[config.mk]
export PLATFORM = sky130hd
export DESIGN_NAME = rst_seq_ctrl_flat
export DESIGN_NICKNAME = d
export VERILOG_FILES = /design/src/rtl/rst_seq_pkg.sv /design/src/rtl/rst_seq_ctrl_if.sv /design/src/rtl/rst_sync_chain.sv /design/src/rtl/rst_seq_ctrl.sv /design/src/flat_wrapper.sv
export SDC_FILE = /design/constraint.sdc
export NUM_CORES = 1
export LEC_CHECK = 0
export CAP_MARGIN = 20
export CORE_UTILIZATION = 56
export DETAILED_ROUTE_END_ITERATION = 12
export PLACE_DENSITY = 0.86
export SYNTH_ARGS = -nofsm -noshare
export SYNTH_HDL_FRONTEND = slang
export SYNTH_SLANG_ARGS = --single-unit
[constraint.sdc]
create_clock -name clk_i -period 2.8 [get_ports clk_i]
set_input_delay 0.28 -clock clk_i [delete_from_list [all_inputs] [get_ports clk_i]]
set_output_delay 0.28 -clock clk_i [all_outputs]
set_load 0.02 [all_outputs]
[src/rtl/rst_seq_pkg.sv]
// Shared types for the reset sequencer: FSM state encoding and reset-cause codes.
// Cause codes are only driven out when RST_SEQ_CAUSE_EN is defined.
package rst_seq_pkg;

  typedef enum logic [1:0] {
    ST_HOLD    = 2'b00,
    ST_RELEASE = 2'b01,
    ST_DONE    = 2'b10
  } state_e;

  localparam logic [1:0] CAUSE_POR  = 2'b00;
  localparam logic [1:0] CAUSE_EXT  = 2'b01;
  localparam logic [1:0] CAUSE_SW   = 2'b10;
  localparam logic [1:0] CAUSE_BOTH = 2'b11;

  function automatic int max_int(input int a, input int b);
    return (a > b) ? a : b;
  endfunction

endpackage

[src/rtl/rst_seq_ctrl_if.sv]
// Request/response bundle of the reset sequencer; slave = sequencer, master = requester side.
// The rst_cause signal exists only when RST_SEQ_CAUSE_EN is defined.
interface rst_seq_ctrl_if #(
  parameter int NUM_CH = 4
);
  logic              async_rst_n;
  logic              sw_rst_req;
  logic [NUM_CH-1:0] sync_rst_n;
  logic              seq_busy;
  logic              seq_done;
`ifdef RST_SEQ_CAUSE_EN
  logic [1:0]        rst_cause;

  modport slave  (input  async_rst_n, sw_rst_req,
                  output sync_rst_n, seq_busy, seq_done, rst_cause);
  modport master (output async_rst_n, sw_rst_req,
                  input  sync_rst_n, seq_busy, seq_done, rst_cause);
`else
  modport slave  (input  async_rst_n, sw_rst_req,
                  output sync_rst_n, seq_busy, seq_done);
  modport master (output async_rst_n, sw_rst_req,
                  input  sync_rst_n, seq_busy, seq_done);
`endif
endinterface

[src/rtl/rst_sync_chain.sv]
// Multi-flop synchroniser for the external reset request. Clears to 0 on reset so the
// request is seen active until the external level has propagated through every stage.
module rst_sync_chain #(
  parameter int NUM_STAGES = 2
) (
  input  logic clk_i,
  input  logic rst_i,
  input  logic d_i,
  output logic q_o
);

  logic [NUM_STAGES-1:0] sync_q;

  always_ff @(posedge clk_i) begin
    if (rst_i) sync_q <= '0;
    else       sync_q <= {sync_q[NUM_STAGES-2:0], d_i};
  end

  assign q_o = sync_q[NUM_STAGES-1];

endmodule

[src/rtl/rst_seq_ctrl.sv]
// Reset sequencer: merges synchronised external and software requests, stretches them to
// MIN_PULSE quiet cycles, then releases NUM_CH domain resets REL_DLY cycles apart (ch0 first).
// Optional reset-cause register is built when RST_SEQ_CAUSE_EN is defined.
module rst_seq_ctrl
  import rst_seq_pkg::*;
#(
  parameter int NUM_CH     = 4,
  parameter int NUM_STAGES = 2,
  parameter int MIN_PULSE  = 4,
  parameter int REL_DLY    = 8
) (
  input  logic           clk_i,
  input  logic           rst_i,
  rst_seq_ctrl_if.slave  bus
);

  localparam int CNT_W = $clog2(max_int(MIN_PULSE, REL_DLY) + 1);
  localparam int IDX_W = (NUM_CH > 1) ? $clog2(NUM_CH) : 1;

  state_e              state_q, state_d;
  logic [CNT_W-1:0]    cnt_q, cnt_d;
  logic [IDX_W-1:0]    idx_q, idx_d;
  logic [NUM_CH-1:0]   rst_n_q, rst_n_d;
  logic                done_q, done_d;
  logic                sync_out;
  logic                ext_req;
  logic                req;
  logic                fire;

  rst_sync_chain #(.NUM_STAGES(NUM_STAGES)) u_sync (
    .clk_i (clk_i),
    .rst_i (rst_i),
    .d_i   (bus.async_rst_n),
    .q_o   (sync_out)
  );

  assign ext_req = ~sync_out;
  assign req     = ext_req | bus.sw_rst_req;

  // First release fires immediately on the edge after entry; later ones every REL_DLY edges.
  assign fire = (idx_q == '0) || (cnt_q == CNT_W'(REL_DLY - 1));

  always_comb begin
    state_d = state_q;
    cnt_d   = cnt_q;
    idx_d   = idx_q;
    rst_n_d = rst_n_q;
    done_d  = done_q;
    if (req) begin
      // A request always wins, including over a release due on this edge.
      state_d = ST_HOLD;
      cnt_d   = '0;
      idx_d   = '0;
      rst_n_d = '0;
      done_d  = 1'b0;
    end else begin
      case (state_q)
        ST_HOLD: begin
          rst_n_d = '0;
          done_d  = 1'b0;
          if (cnt_q == CNT_W'(MIN_PULSE - 1)) begin
            state_d = ST_RELEASE;
            cnt_d   = '0;
            idx_d   = '0;
          end else begin
            cnt_d = cnt_q + 1'b1;
          end
        end
        ST_RELEASE: begin
          if (fire) begin
            for (int j = 0; j < NUM_CH; j++)
              if (idx_q == IDX_W'(j)) rst_n_d[j] = 1'b1;
            cnt_d = '0;
            if (idx_q == IDX_W'(NUM_CH - 1)) begin
              state_d = ST_DONE;
              done_d  = 1'b1;
            end else begin
              idx_d = idx_q + 1'b1;
            end
          end else begin
            cnt_d = cnt_q + 1'b1;
          end
        end
        ST_DONE: begin
          rst_n_d = '1;
          done_d  = 1'b1;
        end
        default: begin
          state_d = ST_HOLD;
          rst_n_d = '0;
          done_d  = 1'b0;
        end
      endcase
    end
  end

  always_ff @(posedge clk_i) begin
    if (rst_i) begin
      state_q <= ST_HOLD;
      cnt_q   <= '0;
      idx_q   <= '0;
      rst_n_q <= '0;
      done_q  <= 1'b0;
    end else begin
      state_q <= state_d;
      cnt_q   <= cnt_d;
      idx_q   <= idx_d;
      rst_n_q <= rst_n_d;
      done_q  <= done_d;
    end
  end

`ifdef RST_SEQ_CAUSE_EN
  logic [1:0] cause_q, cause_d;

  // Only a fresh entry into HOLD records a cause; a request held during HOLD does not.
  always_comb begin
    cause_d = cause_q;
    if (req && (state_q != ST_HOLD)) begin
      if (bus.sw_rst_req) cause_d = ext_req ? CAUSE_BOTH : CAUSE_SW;
      else                cause_d = CAUSE_EXT;
    end
  end

  always_ff @(posedge clk_i) begin
    if (rst_i) cause_q <= CAUSE_POR;
    else       cause_q <= cause_d;
  end

  assign bus.rst_cause = cause_q;
`endif

  assign bus.sync_rst_n = rst_n_q;
  assign bus.seq_busy   = ~&rst_n_q;
  assign bus.seq_done   = done_q;

endmodule

[src/flat_wrapper.sv]
// flat-port wrapper written by rule: the top's interface ports become plain ports
module rst_seq_ctrl_flat import rst_seq_pkg::*;
#(
  parameter int NUM_CH     = 4,
  parameter int NUM_STAGES = 2,
  parameter int MIN_PULSE  = 4,
  parameter int REL_DLY    = 8
)
  (clk_i, rst_i, bus_async_rst_n, bus_sw_rst_req, bus_sync_rst_n, bus_seq_busy, bus_seq_done);
  rst_seq_ctrl_if #(.NUM_CH(NUM_CH)) bus_i ();
  input  logic clk_i;
  input  logic rst_i;
  input wire logic [$bits(bus_i.async_rst_n)-1:0] bus_async_rst_n;
  input wire logic [$bits(bus_i.sw_rst_req)-1:0] bus_sw_rst_req;
  output wire logic [$bits(bus_i.sync_rst_n)-1:0] bus_sync_rst_n;
  output wire logic [$bits(bus_i.seq_busy)-1:0] bus_seq_busy;
  output wire logic [$bits(bus_i.seq_done)-1:0] bus_seq_done;
  assign bus_i.async_rst_n = bus_async_rst_n;
  assign bus_i.sw_rst_req = bus_sw_rst_req;
  assign bus_sync_rst_n = bus_i.sync_rst_n;
  assign bus_seq_busy = bus_i.seq_busy;
  assign bus_seq_done = bus_i.seq_done;
  rst_seq_ctrl #(.NUM_CH(NUM_CH), .NUM_STAGES(NUM_STAGES), .MIN_PULSE(MIN_PULSE), .REL_DLY(REL_DLY)) u_core (.clk_i(clk_i), .rst_i(rst_i), .bus(bus_i));
endmodule
==> flow_summary.json <==
{
  "place.gp.congestion": 0.7818,
  "number_of_hold_repair_buffers_added_at_the_cts_stage": 0,
  "timing.max_slew.rel_slack_pct": 70.42,
  "cts_post_setup_buffers_inserted": 0,
  "area_of_placed_instances_um2": 890.9,
  "grt_pass1_wl_mm": 2.380,
  "cap_viol_max_count": 0,
  "criticalPathCategory": "reg -> reg",
  "synth_cells": 90,
  "timing.final.max_slew_violations": 0,
  "grt_setup_unrepaired": "no",
  "syn-cell-area_um2": 805.8,
  "timing.hold.worst.class": "reg -> reg",
  "setup-violations-final": 0,
  "p_leak_nw": 0.3629,
  "dominant_combinational_cell_family_by_area_after_synthesis": "simple AND/OR/NAND/NOR gates",
  "ir_worst_vdd_v": 0.0003355,
  "synth_compound_gate_area_share_pct": 17.86,
  "power_density_of_the_placed_cells_mw_per_mm2": 384.2,
  "tightestPinTransition_ns": 0.4421,
  "max_clock_freq_ghz": 0.5356,
  "min_period_over_period_pct": 66.68,
  "crit_arrival_ns": 2.02,
  "ant_nets": 0,
  "synth-simple-area-share_pct": 22.36,
  "worst_skew_pair.late_latency_ns": 0.28,
  "numClockSinks": 14,
  "place_ws_ns": 0.9488,
  "avgViaCountPerCell": 5.667,
  "met1_length_um": 707,
  "syn-num-nets": 102,
  "route.detailed.drc": 0,
  "routed-wl-met2_um": 719,
  "die-area_mm2": 0.001594,
  "layout-drive-gt1-share_pct": 7.071,
  "portBuffers": 9,
  "clk_pin_slew_worst_paths_ns": 0.09,
  "antenna_cells_inserted": 0,
  "timing.setup.tns_ns": 0,
  "report.final.hold_viol_count": 0,
  "post_drt_wl_per_cell_um": 13.04,
  "cts_resized": 0,
  "globalRoute.totalOverflow": 0,
  "multiplexer_share_of_the_synthesized_area_pct": 6.211,
  "worst_setup_path_end_kind": "register",
  "finalWorstPathRequiredPeriod_ns": 1.867,
  "synth.ff_latch_count": 14,
  "start_util_pct": 61.16,
  "ioPinCount": 10,
  "post-synth-top-area-fraction_pct": 34.78,
  "syn-mean-instance-area_um2": 8.953,
  "worst-path-max-fanout": 14,
  "initial_antenna_violation_count": 0,
  "synthDistinctLibCells": 31,
  "grt_max_degree": 15,
  "design_area_um2": 927.1,
  "placement_rows": 13,
  "final_cell_mix": "sky130_fd_sc_hd__dfxtp_1 (14), sky130_fd_sc_hd__a21oi_1 (10), sky130_fd_sc_hd__nor2_1 (9), sky130_fd_sc_hd__clkdlybuf4s50_1 (9), sky130_fd_sc_hd__ha_1 (8)",
  "finalClockSkew_ns": 0.003790,
  "final_nets": 112,
  "cts.root.buffer_cell": "sky130_fd_sc_hd__clkbuf_4",
  "clk_path_buf_depth": 2,
  "die_h_um": 39.93,
  "netlist_top_cells_area": "sky130_fd_sc_hd__dfxtp_1 (35%), sky130_fd_sc_hd__ha_1 (12%), sky130_fd_sc_hd__a21oi_1 (6.2%), sky130_fd_sc_hd__mux2i_1 (6.2%), sky130_fd_sc_hd__nor2_1 (4.2%)",
  "drt_pre_antenna_iters": 2,
  "area_growth_syn_to_layout_pct": 15.06,
  "finalWirelength_mm": 1.487,
  "dr_wl_met3_um": 60,
  "setup.worst_path.start_class": "register",
  "synth_seq_area_share_pct": 34.78,
  "synth_warnings": 0,
  "final_critical_path_setup_slack_ns": 0.9331,
  "fp.dieW_um": 39.93,
  "clock_tree_from_tritoncts": "yes",
  "synth_adder_area_share_pct": 12.42,
  "run_status": "completed",
  "grt_use_total_pct": 22.34,
  "most_common_cell_after_layout_fill_and_taps_aside": "sky130_fd_sc_hd__dfxtp_1",
  "finalHoldWorstSlack_ns": 0.4516,
  "core_area_mm2": 0.001318,
  "grt_pass1_vias": 598,
  "finish.utilization_pct": 70.37,
  "tritoncts.num_buffers": 3,
  "drt_iter0_markers": 15,
  "cp_data_required_time_ns": 2.96,
  "vias": 646,
  "netlist.top_cell.by_area": "sky130_fd_sc_hd__dfxtp_1",
  "post-dp-hpwl_mm": 1.073,
  "routed.top_layer": "met3",
  "cts_max_level": 1,
  "synth_xor_xnor_area_share_pct": 1.087
}
-- final cells by class --
| type | instances | area (um2) |
|---|---|---|
| Clock buffer | 4 | 36.28 |
| Timing Repair Buffer | 9 | 90.09 |
| Multi-Input combinational cell | 67 | 483.0 |
| Tap cell | 15 | 18.77 |
| Fill cell | 109 | 390.4 |
| Sequential cell | 14 | 280.3 |
| Inverter | 5 | 18.77 |
-- path summary, 6_finish.rpt --
| check | start | end | slack [ns] | depth (start not counted) |
|---|---|---|---|---|
| setup / recovery | u_core.state_q[1]$_SDFFE_PP0P_ | u_core.idx_q[0]$_SDFFE_PP0P_ | 0.93 | 6 |
| hold / removal | u_core.u_sync.sync_q[0]$_SDFF_PP0_ | u_core.u_sync.sync_q[1]$_SDFF_PP0_ | 0.45 | 1 |
| setup reg to reg | u_core.state_q[1]$_SDFFE_PP0P_ | u_core.idx_q[0]$_SDFFE_PP0P_ | 0.93 | 6 |
| hold reg to reg | u_core.u_sync.sync_q[0]$_SDFF_PP0_ | u_core.u_sync.sync_q[1]$_SDFF_PP0_ | 0.45 | 1 |
-- critical path: stages, from the launching register on --
cell                      delay [ns]
sky130_fd_sc_hd__dfxtp_1        0.35
sky130_fd_sc_hd__inv_1          0.08
sky130_fd_sc_hd__ha_1           0.33
sky130_fd_sc_hd__nor3b_2        0.23
sky130_fd_sc_hd__o32ai_4        0.42
sky130_fd_sc_hd__mux2i_1        0.25
sky130_fd_sc_hd__a31oi_1        0.09
-- kinds of logic (layout without fill, tap and decap cells) --
kind of cell | after synthesis | in the layout
fa+ha+maj | 8 | 8
compound gates | 21 | 21
mux | 5 | 5
simple gates | 32 | 32
buf+inv | 9 | 18
flops | 14 | 14
xor+xnor | 1 | 1
-- flip-flops by register name (all words and copies together) (netlist names) --
register / flops
u_core.bus.sync_rst_n: 4
u_core.cnt_q: 4
u_core.idx_q: 2
u_core.state_q: 2
u_core.u_sync.sync_q: 2
-- metal layers --
| layer | global-route usage (%) | up-vias |
|---|---|---|
| met1 | 25.34 | 306 |
| met5 | 0 | - |
| met2 | 41.53 | 9 |
| met3 | 8.333 | 0 |
| li1 | - | 331 |
| met4 | 0 | 0 |
-- Yosys cell counts --
cell	instances
sky130_fd_sc_hd__dfxtp_1	14
sky130_fd_sc_hd__o32ai_4	1
sky130_fd_sc_hd__nand3b_1	2
sky130_fd_sc_hd__or3b_1	1
sky130_fd_sc_hd__buf_2	1
sky130_fd_sc_hd__and2b_1	1
sky130_fd_sc_hd__o21ai_0	2
sky130_fd_sc_hd__o21ai_1	2
sky130_fd_sc_hd__or3_1	1
sky130_fd_sc_hd__nor2_1	9
sky130_fd_sc_hd__nand2b_1	1
sky130_fd_sc_hd__mux2i_1	5
sky130_fd_sc_hd__buf_4	2
sky130_fd_sc_hd__xor2_1	1
sky130_fd_sc_hd__nand2_1	4
sky130_fd_sc_hd__nand4_1	1
sky130_fd_sc_hd__nor2b_1	5
sky130_fd_sc_hd__o31ai_1	1
sky130_fd_sc_hd__a31oi_1	1
sky130_fd_sc_hd__nor3b_1	1
sky130_fd_sc_hd__ha_1	8
sky130_fd_sc_hd__a211o_1	1
sky130_fd_sc_hd__and2_1	1
sky130_fd_sc_hd__a21o_1	2
sky130_fd_sc_hd__inv_1	5
sky130_fd_sc_hd__and2_4	1
sky130_fd_sc_hd__clkbuf_1	1
sky130_fd_sc_hd__a21oi_1	10
sky130_fd_sc_hd__nor3b_2	1
sky130_fd_sc_hd__nand3_1	3
sky130_fd_sc_hd__a221oi_1	1
-- stage by stage --
step                std cells  power, mW
finish                    114     0.3562
global route              114     0.3654
CTS                       114     0.3588
detailed placement        110     0.2132
global placement          110     0.2128
floorplan                  90     0.2081
-- where the power goes --
part           switching (mW)  leakage (nW)  internal [mW]
registers            0.000512         0.113          0.201
clock network          0.0687        0.0210         0.0790
logic                 0.00244         0.229        0.00498
total                  0.0717         0.363          0.285
Note: power is estimated with default switching activity, not from simulation.
